File: config.mk
export PLATFORM = sky130hd
export DESIGN_NAME = s1_decode_stage
export DESIGN_NICKNAME = d
export VERILOG_FILES = /design/src/rtl/s1_decode_stage.sv
export SDC_FILE = /design/constraint.sdc
export NUM_CORES = 2
export LEC_CHECK = 0
export ABC_AREA = 1
export CORE_UTILIZATION = 30
export DETAILED_ROUTE_END_ITERATION = 16
export HOLD_SLACK_MARGIN = 0.02
export PLACE_DENSITY = 0.51
export SETUP_SLACK_MARGIN = 0.1
export SLEW_MARGIN = 25
export SYNTH_ARGS = -nofsm -noshare
export SYNTH_HDL_FRONTEND = slang
export SYNTH_SLANG_ARGS = --single-unit
File: constraint.sdc
create_clock -name clk -period 1.8 [get_ports clk]
set_input_delay 0.36 -clock clk [delete_from_list [all_inputs] [get_ports clk]]
set_output_delay 0.36 -clock clk [all_outputs]
set_load 0.1 [all_outputs]
File: src/rtl/s1_decode_stage.sv
// rtl/s1_decode_stage.sv - stage-1 decode, 32-entry register file with write-through, stage-2 bundle register
// Stalls fetch for one cycle on a read-after-write against the instruction sitting in stage 2.
module s1_decode_stage #(
  parameter int DATA_W = 32,
  parameter int REG_AW = 5
) (
  input  logic              clk,
  input  logic              rst_n,
  input  logic [31:0]       S1_Instr,
  input  logic              S1_Valid,
  input  logic              Flush,
  input  logic              S3_WriteEnable,
  input  logic [REG_AW-1:0] S3_WriteSelect,
  input  logic [DATA_W-1:0] S3_WriteData,
  output logic              Stall,
  output logic [2:0]        S2_ALUOp,
  output logic [DATA_W-1:0] S2_ReadData1,
  output logic [DATA_W-1:0] S2_ReadData2,
  output logic [DATA_W-1:0] S2_Imm,
  output logic              S2_DataSrc,
  output logic [REG_AW-1:0] S2_WriteSelect,
  output logic              S2_WriteEnable
);

  localparam int NREG = 1 << REG_AW;

  logic [DATA_W-1:0] rf [NREG];

  logic              is_alu;
  logic              data_src;
  logic [2:0]        alu_op;
  logic [REG_AW-1:0] rd;
  logic [REG_AW-1:0] rs1;
  logic [REG_AW-1:0] rs2;
  logic [DATA_W-1:0] imm_ext;
  logic              uses_rs2;
  logic              hazard;
  logic              bubble;
  logic [DATA_W-1:0] read_data1;
  logic [DATA_W-1:0] read_data2;

  assign is_alu   = (S1_Instr[31:30] == 2'b01);
  assign data_src = S1_Instr[29];
  assign alu_op   = S1_Instr[28:26];
  assign rd       = S1_Instr[21 +: REG_AW];
  assign rs1      = S1_Instr[16 +: REG_AW];
  assign rs2      = S1_Instr[11 +: REG_AW];
  assign imm_ext  = {{(DATA_W-16){S1_Instr[15]}}, S1_Instr[15:0]};

  // not (000) and mov (001) are unary, so rs2 only matters for binary register-register ops
  assign uses_rs2 = !data_src && (alu_op != 3'b000) && (alu_op != 3'b001);

  assign hazard = S2_WriteEnable && (S2_WriteSelect != '0) &&
                  ((S2_WriteSelect == rs1) || (uses_rs2 && (S2_WriteSelect == rs2)));

  assign Stall  = S1_Valid && is_alu && hazard;
  assign bubble = Flush || Stall || !S1_Valid || !is_alu;

  always_ff @(posedge clk or negedge rst_n) begin
    if (!rst_n) begin
      for (int i = 0; i < NREG; i++) begin
        rf[i] <= '0;
      end
    end else if (S3_WriteEnable && (S3_WriteSelect != '0)) begin
      rf[S3_WriteSelect] <= S3_WriteData;
    end
  end

  // Write-through: a same-cycle writeback wins over the stale entry so distance-2 hazards need no stall
  always_comb begin
    read_data1 = rf[rs1];
    if (rs1 == '0) begin
      read_data1 = '0;
    end else if (S3_WriteEnable && (S3_WriteSelect == rs1)) begin
      read_data1 = S3_WriteData;
    end
  end

  always_comb begin
    read_data2 = rf[rs2];
    if (rs2 == '0) begin
      read_data2 = '0;
    end else if (S3_WriteEnable && (S3_WriteSelect == rs2)) begin
      read_data2 = S3_WriteData;
    end
  end

  always_ff @(posedge clk or negedge rst_n) begin
    if (!rst_n) begin
      S2_ALUOp       <= '0;
      S2_ReadData1   <= '0;
      S2_ReadData2   <= '0;
      S2_Imm         <= '0;
      S2_DataSrc     <= 1'b0;
      S2_WriteSelect <= '0;
      S2_WriteEnable <= 1'b0;
    end else if (bubble) begin
      S2_ALUOp       <= '0;
      S2_ReadData1   <= '0;
      S2_ReadData2   <= '0;
      S2_Imm         <= '0;
      S2_DataSrc     <= 1'b0;
      S2_WriteSelect <= '0;
      S2_WriteEnable <= 1'b0;
    end else begin
      S2_ALUOp       <= alu_op;
      S2_ReadData1   <= read_data1;
      S2_ReadData2   <= read_data2;
      S2_Imm         <= imm_ext;
      S2_DataSrc     <= data_src;
      S2_WriteSelect <= rd;
      S2_WriteEnable <= (rd != '0);
    end
  end

endmodule

## Word level (Yosys, flattened, before mapping)

Index checks and enable logic that the tools add are counted.

- Register bits after elaboration: 1130
- Logic and storage cells: 96

- Magnitude comparators: 4
- Eq/ne operators: 6
- Muxes and demuxes: 20
- Bitwise logic cells: 3
- Reduce and logical (&&, ||, !) cells: 24

Operator list:

| cell | number |
|---|---|
| $bwmux 1024 | 1 |
| $mux 32 | 12 |
| $bmux 32 s5 | 2 |
| $demux 32 s5 | 1 |
| $eq 5x5->1 | 4 |
| $ge 6x6->1 const B | 3 |
| $not 5->6 | 3 |
| $reduce_bool 5->1 | 3 |
| $logic_and 1x1->1 | 11 |
| $logic_not 5->1 | 2 |
| $lt 6x1->1 const B | 1 |
| $mux 5 | 1 |
| $logic_or 1x1->1 | 4 |
| $logic_not 1->1 | 3 |
| $mux 3 | 1 |
| $ne 3x1->1 const B | 1 |
| $reduce_bool 3->1 | 1 |
| $eq 2x1->1 const B | 1 |
| $mux 1 | 2 |

## Depth between registers and ports, before layout

- Depth after elaboration: 11
- Mapped depth: 14
- Depth with buffers taken out: 11

## Worst setup path before layout

Ideal clock, no wire load.

- Path kind: reg-to-output
- Start point: reg S2_WriteSelect[1]
- End point: out Stall
- Arrival time: 2975 ps
- Setup slack: -1535 ps
- Cell stages (with the launch flop): 10
- Path through: dfrtp_1 -> inv_1 -> nand2_1 -> nand2_1 -> nor2_1 -> nand3_1 -> nand2_1 -> nand2_1 -> clkbuf_1 -> nor2_1

- Longest elaborated chain between the ends: 5
- Elaborated cells between the ends (all ways): 8

Ends and longest elaborated chain:

| item | RTL line | source |
|---|---|---|
| from (decl) | 21 | `output logic [REG_AW-1:0] S2_WriteSelect,` |
| from (signal assigned) | 111 | `S2_WriteSelect <= rd;` |
| $eq 5x5->1 | 54 | `((S2_WriteSelect == rs1) \|\| (uses_rs2 && (S2_WriteSelect == rs2)));` |
| $logic_and 1x1->1 | 54 |  |
| $logic_or 1x1->1 | 54 |  |
| $logic_and 1x1->1 (*) | 53 | `assign hazard = S2_WriteEnable && (S2_WriteSelect != '0) &&` |
| $logic_and 1x1->1 (*) | 56 | `assign Stall = S1_Valid && is_alu && hazard;` |
| to (decl) | 15 | `output logic Stall,` |

Every way passes the cells marked *; elsewhere a longest branch is shown, timed or not.

## Final worst setup path

- Start point: reg S2_WriteSelect[4]
- End point: out Stall

The elaborated chain is that of the path after synthesis.

==> results.cfg <==
[global_routing]
antenna_found_initial = 8
overflow = 0
grt_pass1_vias = 59400
grt_pass1_wl_um = 410000
grt_usage_pct = 27.0
grt_start_max_net_pins = 68

[pwr]
p_int_uw = 52000
swShare_pct = 32.4
finalPower_uw = 76900
power_frac_clock_pct = 37.1
ir_drop_mv = 0.912
power_frac_comb_pct = 21.0
power.density_nw_per_um2 = 980
p_leak_uw = 0.0363
switchingPower_uw = 24900
p_seq_share_pct = 41.9

[critical_path]
cp_max_fo = 4
start_kind = register
reg2regPathDepth = 14
critPathKind = reg2out
crit_required_ns = 1.44
r2r_slack_ns = -0.54
crit_path_end_kind = primary output
r2r_start = S2_WriteSelect[4]
reg2reg_to = S2_ReadData2[21]
cp.arrival_ns = 2.37

[floorplanning]
die_w_um = 453
core_area_um2 = 202000
fp.dieH_um = 453
fp.dieArea_um2 = 206000
ios = 181
initial_core_util_pct = 30.2
rows = 165

[final_layout]
regArea_um2 = 28000
area.growth.synth_to_final_pct = 28.4
fin_nets = 8892
post_route_cells_drive_above_1_share_pct = 14.4
fillCellCount = 20800
multi_input_area_um2 = 27700
finalInstanceArea_um2 = 78500
antenna_cells = 0

[sta]
setup_violations = 160
period_minus_slack_ns = 2.73
fmax_ghz = 0.366
slew_viol_final = 0
worst_pin_slew_ns = 0.540
clock_skew_ns = 0.0375
setup_tns_ns = -47.27
hold_slack_ns = 0.0470
min_period_over_period_pct = 152
finalWorstSetupSlack_ns = -0.935
rsz0062_at_grt = true
finalHoldViolations = 0
slew_headroom_pct = 64.0

[clock_network]
ctsLongestPathBuffers = 3
insertion_delay_ns = 0.82
clk_pin_slew_ns = 0.06
htree_levels = 4
cts-root-buf = clkbuf_16
cts_buffers = 136
cts_tree = yes
clock-sinks = 1114

[synth]
postSynth.asyncResetShare_pct = 100
avgSynthCellArea_um2 = 7.15
yosys_warnings = 0
synth_nets = 8618
synth_seq_cells = 1114
syn-instance-count = 8544
syn_area_um2 = 61100
synth_cell_types = 30
synth-main-ff-cell = dfrtp_1
seq_area_frac_synth_pct = 45.6
synth_edf_count = 0

[detailed_routing]
via_per_inst = 5.39
ant_nets = 0
vias = 62500
drc = 0
avgRoutedWirePerCell_um = 24.2
first_iter_violations = 7791
dr.pass1.iters = 8
finalWirelength_um = 280000

[placed_design]
placed_cell_area_um2 = 73200
hpwl_um = 189000
place_congestion = 0.926
io_buffers = 180

[status]
status = complete, but fails checks
violations = setup timing

[hold_path]
hold_path.class = in2async

[job]
maxCapViolCount = 0
how the worst max path moves through the flow:
stage	from	to	slack, ns	cells past startpoint
floorplan	S2_WriteSelect[0]	Stall	-0.26	9
global placement	S1_Instr[28]	Stall	-0.79	9
detailed placement	S3_WriteSelect[2]	S2_ReadData2[17]	-0.76	12
CTS	S2_WriteSelect[3]	Stall	-0.98	9
global route	S2_WriteSelect[4]	Stall	-0.96	9
finish	S2_WriteSelect[4]	Stall	-0.93	9
critical path, stage by stage, from the launching register on:
cell and delay [ns]:
dfrtp_4 0.54, nand2_2 0.09, nand2_2 0.08, nor2_2 0.11, nand3_2 0.13, nand2_4 0.11
nand2_8 0.11, nor2_4 0.12, buf_12 0.10, buf_12 0.16
cells by family (layout without fill, tap and decap cells):
| logic type | after synthesis | after routing | share of synthesized area, % |
|---|---|---|---|
| simple gates | 3788 | 3788 | 25.4 |
| compound gates | 2176 | 2176 | 19.2 |
| buf+inv | 1462 | 1845 | 9.65 |
| flops | 1114 | 1114 | 45.6 |
| xor+xnor | 4 | 4 | 0.0573 |
per-stage QoR:
stage	setup WS, ns	std cells	utilization [%]
2_1_floorplan	-0.261	8544	-
5_1_grt	-0.958	11600	38.8
4_1_cts	-0.977	11600	38.7
6_report	-0.935	11600	38.8
3_3_place_gp	-0.790	11300	36.2
3_5_place_dp	-0.758	11300	36.2
cell usage in the layout, fill, tap and decap left out, types with 8 or more instances in the layout:
cell type and instances:
nand2_1 2245, o21ai_0 1358, dfrtp_1 1056, nor2_1 690
inv_1 649, nand3_1 545, buf_4 445, a21oi_1 404
buf_12 383, o211ai_1 292, clkbuf_16 140, nand4_1 129
o21ai_1 67, clkdlybuf4s50_1 62, nor3_1 58, dfrtp_2 53
clkbuf_8 38, a211oi_1 34, nand2_2 32, clkinv_2 27
clkbuf_1 26, or2_2 25, a211oi_2 20, nor2_4 19
nand3b_1 15, inv_2 14, buf_16 13, nor3_2 9
buf_6 8
registers in the layout, summed over array words and instances, names as in the netlist:
name            cells
S2_ReadData1       32
S2_ReadData2       32
S2_WriteSelect      5
S2_WriteEnable      1
rf               1024
S2_DataSrc          1
S2_Imm             16
S2_ALUOp            3
cell type report:
| class | instances | share of cell area, % |
|---|---|---|
| timing repair buffer | 924 | 15.7 |
| multi-input combinational | 5968 | 35.3 |
| tap | 2672 | 4.26 |
| sequential | 1114 | 35.6 |
| clock inverter | 45 | 0.649 |
| inverter | 674 | 3.27 |
| clock buffer | 202 | 5.20 |
synthesized netlist by cell type (9+ instances only):
library cell / number / area share, %
nand4_1: 129 / 1.3
nor3_2: 9 / 0.15
a21oi_1: 404 / 3.3
inv_1: 660 / 4.1
nand3_1: 550 / 4.5
o21ai_0: 1360 / 11
nand2_1: 2284 / 14
buf_4: 33 / 0.41
or2_2: 25 / 0.26
clkbuf_1: 489 / 3.0
inv_2: 9 / 0.055
dfrtp_1: 1114 / 46
o21ai_1: 66 / 0.54
nand3b_1: 15 / 0.18
a211oi_1: 54 / 0.66
buf_2: 222 / 1.8
nor3_1: 58 / 0.47
o211ai_1: 292 / 3.6
nor2_1: 707 / 4.3
buf_1: 43 / 0.26
power by group through the flow:
stage | sequential [µW] | clock, µW | combinational (µW)
after floorplan | 32000 | 0 | 9630
after global placement | 32400 | 0 | 15600
after CTS | 32100 | 29000 | 16100
final | 32200 | 28600 | 16200
after detailed placement | 32500 | 0 | 16000
after global routing | 32700 | 29900 | 18100
timing repair:
item | 4_1_cts | 5_1_grt
setup buffers | 8 | 4
gates resized for setup | 99 | 18
pin swaps | 12 | 6
hold endpoints to repair | 673 | 0
hold buffers | 2 | 0
gates cloned | 9 | 1
endpoints found under the setup margin | 197 | 197
per-layer routing:
metal / vias to the layer above / GRT usage, % / part of all wire, %
met5: - / 0 / 0.015
met1: 30200 / 35.5 / 41
met4: 6 / 14.8 / 6.0
met3: 710 / 3.96 / 8.0
met2: 3118 / 42.3 / 45
li1: 28500 / - / -
(Power assumes the default switching activity.)
